[src/rtl/mul16_arbiter_if.sv]
// mul16_arbiter_if: requester, response and multiplier-side signals of mul16_arbiter.
interface mul16_arbiter_if #(
  parameter int NREQ = 4
);
  localparam int IW = $clog2(NREQ);
  logic [NREQ-1:0]    req_valid;
  logic [NREQ-1:0]    req_ready;
  logic [16*NREQ-1:0] req_a;
  logic [16*NREQ-1:0] req_b;
  logic               rsp_valid;
  logic               rsp_ready;
  logic [IW-1:0]      rsp_id;
  logic [31:0]        rsp_product;
  logic               rsp_err;
  logic               mul_st;
  logic [15:0]        mul_mplier;
  logic [15:0]        mul_mcand;
  logic               mul_done;
  logic [31:0]        mul_product;
  modport slave (
    input  req_valid, req_a, req_b, rsp_ready, mul_done, mul_product,
    output req_ready, rsp_valid, rsp_id, rsp_product, rsp_err, mul_st, mul_mplier, mul_mcand
  );
  modport master (
    output req_valid, req_a, req_b, rsp_ready, mul_done, mul_product,
    input  req_ready, rsp_valid, rsp_id, rsp_product, rsp_err, mul_st, mul_mplier, mul_mcand
  );
endinterface

[src/rtl/mul16_arbiter.sv]
// mul16_arbiter: round-robin sharing of one sequential 16x16 multiplier between NREQ requesters.
// Optional BUSY watchdog enabled by defining MUL16_ARB_TIMEOUT_EN.
module mul16_arbiter #(
  parameter int NREQ           = 4,
  parameter int FLUSH_CYCLES   = 80,
  parameter int TIMEOUT_CYCLES = 40
) (
  input logic            clk,
  input logic            rst_n,
  mul16_arbiter_if.slave bus
);
  localparam int IW   = $clog2(NREQ);
  localparam int CMAX = (FLUSH_CYCLES > TIMEOUT_CYCLES) ? FLUSH_CYCLES : TIMEOUT_CYCLES;
  localparam int CW   = $clog2(CMAX + 1);
  typedef enum logic [2:0] {FLUSH, IDLE, START, BUSY, RESP} state_t;
  state_t        state_q;
  logic [CW-1:0] cnt_q;
  logic [IW-1:0] ptr_q, ptr_d, gnt, j;
  logic [IW-1:0] id_q;
  logic [15:0]   mplier_q, mcand_q;
  logic [31:0]   prod_q;
  logic          mul_st_q, rsp_valid_q, any;
`ifdef MUL16_ARB_TIMEOUT_EN
  logic          err_q;
  assign bus.rsp_err = err_q;
`else
  assign bus.rsp_err = 1'b0;
`endif
  assign any   = |bus.req_valid;
  assign ptr_d = (gnt == IW'(NREQ - 1)) ? '0 : gnt + IW'(1);
  // Descending scan so the lowest cyclic offset from ptr_q wins.
  always_comb begin
    gnt = '0;
    j   = '0;
    for (int k = NREQ - 1; k >= 0; k--) begin
      j = IW'((int'(ptr_q) + k) % NREQ);
      if (bus.req_valid[j]) gnt = j;
    end
  end
  assign bus.req_ready   = (state_q == IDLE && any) ? NREQ'(1) << gnt : '0;
  assign bus.rsp_valid   = rsp_valid_q;
  assign bus.rsp_id      = id_q;
  assign bus.rsp_product = prod_q;
  assign bus.mul_st      = mul_st_q;
  assign bus.mul_mplier  = mplier_q;
  assign bus.mul_mcand   = mcand_q;
  always_ff @(posedge clk or negedge rst_n) begin
    if (!rst_n) begin
      state_q     <= FLUSH;
      cnt_q       <= '0;
      ptr_q       <= '0;
      id_q        <= '0;
      mplier_q    <= '0;
      mcand_q     <= '0;
      prod_q      <= '0;
      mul_st_q    <= 1'b0;
      rsp_valid_q <= 1'b0;
`ifdef MUL16_ARB_TIMEOUT_EN
      err_q       <= 1'b0;
`endif
    end else begin
      mul_st_q <= 1'b0;
      case (state_q)
        FLUSH: begin
          cnt_q <= cnt_q + CW'(1);
          if (cnt_q == CW'(FLUSH_CYCLES - 1)) begin
            cnt_q   <= '0;
            state_q <= IDLE;
          end
        end
        IDLE: if (any) begin
          mplier_q <= bus.req_a[16*gnt +: 16];
          mcand_q  <= bus.req_b[16*gnt +: 16];
          id_q     <= gnt;
          ptr_q    <= ptr_d;
          mul_st_q <= 1'b1;
          state_q  <= START;
        end
        START: begin
          cnt_q   <= '0;
          state_q <= BUSY;
        end
        BUSY: begin
          if (bus.mul_done) begin
            prod_q      <= bus.mul_product;
            rsp_valid_q <= 1'b1;
            state_q     <= RESP;
`ifdef MUL16_ARB_TIMEOUT_EN
            err_q       <= 1'b0;
`endif
          end
`ifdef MUL16_ARB_TIMEOUT_EN
          else if (cnt_q == CW'(TIMEOUT_CYCLES - 1)) begin
            prod_q      <= '0;
            err_q       <= 1'b1;
            rsp_valid_q <= 1'b1;
            state_q     <= RESP;
          end else cnt_q <= cnt_q + CW'(1);
`endif
        end
        RESP: if (bus.rsp_ready) begin
          rsp_valid_q <= 1'b0;
          cnt_q       <= '0;
`ifdef MUL16_ARB_TIMEOUT_EN
          state_q     <= err_q ? FLUSH : IDLE;
`else
          state_q     <= IDLE;
`endif
        end
        default: state_q <= FLUSH;
      endcase
    end
  end
endmodule

[src/flat_wrapper.sv]
// flat-port wrapper written by rule: the top's interface ports become plain ports
module mul16_arbiter_flat 
#(
  parameter int NREQ           = 4,
  parameter int FLUSH_CYCLES   = 80,
  parameter int TIMEOUT_CYCLES = 40
)
  (clk, rst_n, bus_req_valid, bus_req_a, bus_req_b, bus_rsp_ready, bus_mul_done, bus_mul_product, bus_req_ready, bus_rsp_valid, bus_rsp_id, bus_rsp_product, bus_rsp_err, bus_mul_st, bus_mul_mplier, bus_mul_mcand);
  mul16_arbiter_if #(.NREQ(NREQ)) bus_i ();
  input logic clk;
  input logic rst_n;
  input wire logic [$bits(bus_i.req_valid)-1:0] bus_req_valid;
  input wire logic [$bits(bus_i.req_a)-1:0] bus_req_a;
  input wire logic [$bits(bus_i.req_b)-1:0] bus_req_b;
  input wire logic [$bits(bus_i.rsp_ready)-1:0] bus_rsp_ready;
  input wire logic [$bits(bus_i.mul_done)-1:0] bus_mul_done;
  input wire logic [$bits(bus_i.mul_product)-1:0] bus_mul_product;
  output wire logic [$bits(bus_i.req_ready)-1:0] bus_req_ready;
  output wire logic [$bits(bus_i.rsp_valid)-1:0] bus_rsp_valid;
  output wire logic [$bits(bus_i.rsp_id)-1:0] bus_rsp_id;
  output wire logic [$bits(bus_i.rsp_product)-1:0] bus_rsp_product;
  output wire logic [$bits(bus_i.rsp_err)-1:0] bus_rsp_err;
  output wire logic [$bits(bus_i.mul_st)-1:0] bus_mul_st;
  output wire logic [$bits(bus_i.mul_mplier)-1:0] bus_mul_mplier;
  output wire logic [$bits(bus_i.mul_mcand)-1:0] bus_mul_mcand;
  assign bus_i.req_valid = bus_req_valid;
  assign bus_i.req_a = bus_req_a;
  assign bus_i.req_b = bus_req_b;
  assign bus_i.rsp_ready = bus_rsp_ready;
  assign bus_i.mul_done = bus_mul_done;
  assign bus_i.mul_product = bus_mul_product;
  assign bus_req_ready = bus_i.req_ready;
  assign bus_rsp_valid = bus_i.rsp_valid;
  assign bus_rsp_id = bus_i.rsp_id;
  assign bus_rsp_product = bus_i.rsp_product;
  assign bus_rsp_err = bus_i.rsp_err;
  assign bus_mul_st = bus_i.mul_st;
  assign bus_mul_mplier = bus_i.mul_mplier;
  assign bus_mul_mcand = bus_i.mul_mcand;
  mul16_arbiter #(.NREQ(NREQ), .FLUSH_CYCLES(FLUSH_CYCLES), .TIMEOUT_CYCLES(TIMEOUT_CYCLES)) u_core (.clk(clk), .rst_n(rst_n), .bus(bus_i));
endmodule
[config.mk]
export PLATFORM = sky130hd
export DESIGN_NAME = mul16_arbiter_flat
export DESIGN_NICKNAME = d
export VERILOG_FILES = /design/src/rtl/mul16_arbiter_if.sv /design/src/rtl/mul16_arbiter.sv /design/src/flat_wrapper.sv
export SDC_FILE = /design/constraint.sdc
export NUM_CORES = 1
export LEC_CHECK = 0
export CAP_MARGIN = 20
export CORE_MARGIN = 4
export CORE_UTILIZATION = 37
export DETAILED_ROUTE_END_ITERATION = 8
export PLACE_DENSITY = 0.8
export SLEW_MARGIN = 20
export SYNTH_ARGS = -nofsm -noshare
export SYNTH_HDL_FRONTEND = slang
export SYNTH_SLANG_ARGS = --single-unit
[constraint.sdc]
create_clock -name clk -period 3.75 [get_ports clk]
set_input_delay 0.9375 -clock clk [delete_from_list [all_inputs] [get_ports clk]]
set_output_delay 0.9375 -clock clk [all_outputs]
set_load 0.005 [all_outputs]
==> impl_metrics.ini <==
[worst_setup_path]
r2r_cells = 7
worst-endpoint-arrival_ps = 2630
crit_family = buffers and inverters
cp.required_ps = 2810
worst_setup_path_end_kind = output pin
max_stage_delay_ps = 470
timing.critical_path.buf_inv = 3
worstSetupStartpointType = primary input
worstPathMaxFanout = 5
critical_path_class = in -> out
worst-path-stages = 8
cpMaxStageDelayCell = clkdlybuf4s50_1
critical_path.cell_chain = clkdlybuf4s50_1 > nor4_2 > nor2_1 > nand2_1 > inv_2 > nand2_4 > nor2_1 > clkdlybuf4s50_1

[layout]
count_of_filler_cells_inserted_in_the_layout = 862
final_net_count = 758
drive_gt1_share_pct = 16.2
area.growth.synth_to_final_pct = 66.5
final_area_sq_um = 7080
num_antenna_cells = 0
multi_input_area_sq_um = 2070
ff_latch_area_sq_um = 2000

[clock_network]
clock_tree.htree_level_count = 3
cts_hold_buffers = 0
clock_slew_at_the_register_clock_pins_of_the_worst_setup_and_hold_paths_ps = 60
cts_tree = built
max-clock-path-buffers = 2
cts-buffers-inserted = 9
clock_tree.root_cell = clkbuf_16
worst_skew_pair_later_pin_latency_ps = 330
clkSinkCount = 80

[worst_hold_path]
hold_path.class = reg -> reg
hold-path-cell-count = 2

[global_route]
globalRoute.totalOverflow = 0
antenna_found_initial = 0
grt_max_degree = 81
number_of_global_route_vias_before_repair = 4143
global_route_wire_length_before_repair_um = 20600
gr-usage-all-layers_pct = 19.7

[synthesis]
synthDominantAreaCellType = dfrtp_1
syn_nets = 519
postSynthCellCount = 350
yosysSeqAreaShare_pct = 47.1
syn_area_per_cell_sq_um = 12.2
synth.yosys.warnings = 0
netlist_area_sq_um = 4250
ys_top_cells_by_area = dfrtp_1, mux2i_1, o221ai_2
synth_top_cell_area_share_pct = 47.1
cell_variety_after_synth = 42
ys_seq_elements = 80

[timing]
unrepaired_setup_endpoints_after_global_routing = false
fin_crit_ps = 3560
measured_slew_at_the_worst_slew_check_pin_ps = 751
maxClockFrequency_mhz = 281
hold_violations = 0
fin_ws_ps = 187
timing.final.max_slew_violations = 0
finalClockSkew_ps = 5.81
accumulated_negative_setup_slack_ps = 0
final-setup-viol-count = 0
period_share_pct = 95.0
hold_ws_ps = 481
relative_max_transition_margin_pct = 49.9

[placed_design]
final_replace_weighted_congestion = 0.820
placed_area_sq_um = 6750
dp_hpwl_um = 10500
placement.io_buffers = 239
preCtsSetupSlack_ps = -31.9

[detailed_routing]
totalWireLength_um = 13500
vias_per_cell = 5.12
drt_iter0_drc = 113
via_count = 3752
detailed_routing_iterations_pass_1 = 4
wire_per_inst_um = 18.4
drc_errors = 0
drtAntennaViolNets = 0

[floorplanning]
rows = 38
i_o_pin_count = 241
floorplan.core_area_sq_um = 11000
die_width_um = 115
die_outline_height_um = 115
initial_standard_cell_utilization_of_the_core_pct = 38.6
area_of_the_die_sq_um = 13300

[outcome]
status = finished clean

[power]
power.static_leakage_nw = 3.11
power_per_cell_area_nw_per_um2 = 671
worst_ir_drop_vdd_mv = 0.365
total_power_mw = 4.75

[job]
cap_violations = 0
==> what timing repair did <==
action | CTS | global route
endpoints found under the setup margin | 3 | 2
pin swaps | 0 | 0
resized for setup | 3 | 4
setup buffers | 0 | 1
==> report_power, final <==
group	total, mW	switching [mW]	leakage [nW]	internal [mW]
combinational	2.33	0.936	1.96	1.39
clock	0.908	0.330	0.149	0.578
sequential	1.52	0.254	0.995	1.26
==> kinds of logic (layout without fill, tap and decap cells) <==
| logic type | after synthesis | after routing | share of synthesized area [%] |
|---|---|---|---|
| adder cells (fa/ha/maj) | 1 | 1 | 0.294 |
| XOR/XNOR | 2 | 2 | 0.412 |
| flip-flops | 80 | 80 | 47.1 |
| buffers and inverters | 29 | 272 | 4.65 |
| AND/OR/NAND/NOR | 75 | 75 | 7.74 |
| multiplexers | 98 | 98 | 24.0 |
| other | 1 | 1 | 0.0882 |
| AO/OA/AOI/OAI | 64 | 64 | 15.8 |
==> final cells by class <==
type	count	area share (%)
inverters	4	0.212
well taps	140	2.47
clock inverters	4	0.989
multi-input cells	241	29.3
clock buffers	11	3.29
flip-flops and latches	80	28.3
repair buffers	253	35.5
==> cells in the mapped netlist <==
| library cell | instances |
|---|---|
| nor2b_1 | 2 |
| nand2_4 | 1 |
| a22oi_1 | 1 |
| o41ai_1 | 1 |
| inv_1 | 3 |
| or3b_1 | 1 |
| or2_1 | 1 |
| nand3b_1 | 1 |
| o221ai_1 | 4 |
| buf_2 | 8 |
| a21boi_1 | 2 |
| a32o_1 | 1 |
| and3_1 | 2 |
| buf_4 | 3 |
| clkbuf_1 | 5 |
| conb_1 | 1 |
| dfrtp_1 | 80 |
| nand2b_1 | 3 |
| mux2_2 | 32 |
| nand2_1 | 47 |
| nor4_1 | 1 |
| o221ai_2 | 28 |
| o21bai_2 | 1 |
| nor3_1 | 2 |
| mux2i_1 | 66 |
| nor2_1 | 10 |
| a2bb2oi_2 | 1 |
| nand4_1 | 1 |
| a21o_1 | 2 |
| ha_1 | 1 |
| a31oi_1 | 1 |
| o21ai_2 | 1 |
| o21ai_1 | 3 |
| a22o_1 | 1 |
| nand3_1 | 3 |
| buf_6 | 9 |
| o21ai_0 | 8 |
| a21oi_1 | 5 |
| xnor2_1 | 2 |
| o21a_1 | 3 |
| inv_2 | 1 |
| o22ai_1 | 1 |
==> metal layers <==
metal	GRT usage (%)	part of all wire [%]	wire length (um)
met1	20.7	36	4910
met4	6.10	1.6	215
met2	36.9	52	6970
met3	6.42	10	1360
met5	0	0	0
==> worst min-delay path: stages (launching register included) <==
cell     delay (ps)
dfrtp_1         340
nand2_1          50
nand2_1          60
==> per-stage QoR <==
stage / util, % / cells
after global placement: 61.2 / 717
after floorplan: - / 350
after global routing: 64.2 / 733
final: 64.2 / 733
after CTS: 64.0 / 732
after detailed placement: 61.2 / 717
==> cell usage in the layout (no fill, tap or decap), types with 3 or more instances in the layout <==
cell	synthesis	final
clkdlybuf4s50_1	0	233
dfrtp_1	80	80
mux2i_1	66	66
nand2_1	47	47
mux2_2	32	32
o221ai_2	28	28
buf_4	3	13
nor2_1	10	10
clkbuf_16	0	9
o21ai_0	8	8
a21oi_1	5	5
o221ai_1	4	4
nand2b_1	3	3
o21a_1	3	3
inv_1	3	3
nand3_1	3	3
o21ai_1	3	3
dlymetal6s2s_1	0	3
==> path summary, 6_finish.rpt <==
| path | start | end | slack [ps] |
|---|---|---|---|
| setup / recovery | bus_req_valid[2] | bus_req_ready[0] | 190 |
| hold / removal | u_core.bus.rsp_id[1] | u_core.bus.rsp_id[1] | 480 |
| setup reg to reg | u_core.ptr_q[1] | u_core.bus.mul_mcand[8] | 1590 |
| hold reg to reg | u_core.bus.rsp_id[1] | u_core.bus.rsp_id[1] | 480 |
| max in group asynchronous | rst_n | u_core.bus.mul_mplier[5] | 2570 |
| min in group asynchronous | rst_n | u_core.bus.rsp_product[1] | 640 |
==> flip-flops by register name, indices dropped and copies added, names as in the netlist <==
register / flops
u_core.bus.mul_st: 1
u_core.bus.rsp_id: 2
u_core.bus.mul_mcand: 16
u_core.bus.rsp_valid: 1
u_core.cnt_q: 7
u_core.state_q: 3
u_core.bus.rsp_product: 32
u_core.ptr_q: 2
u_core.bus.mul_mplier: 16
Power figures use the tool's default switching activity.
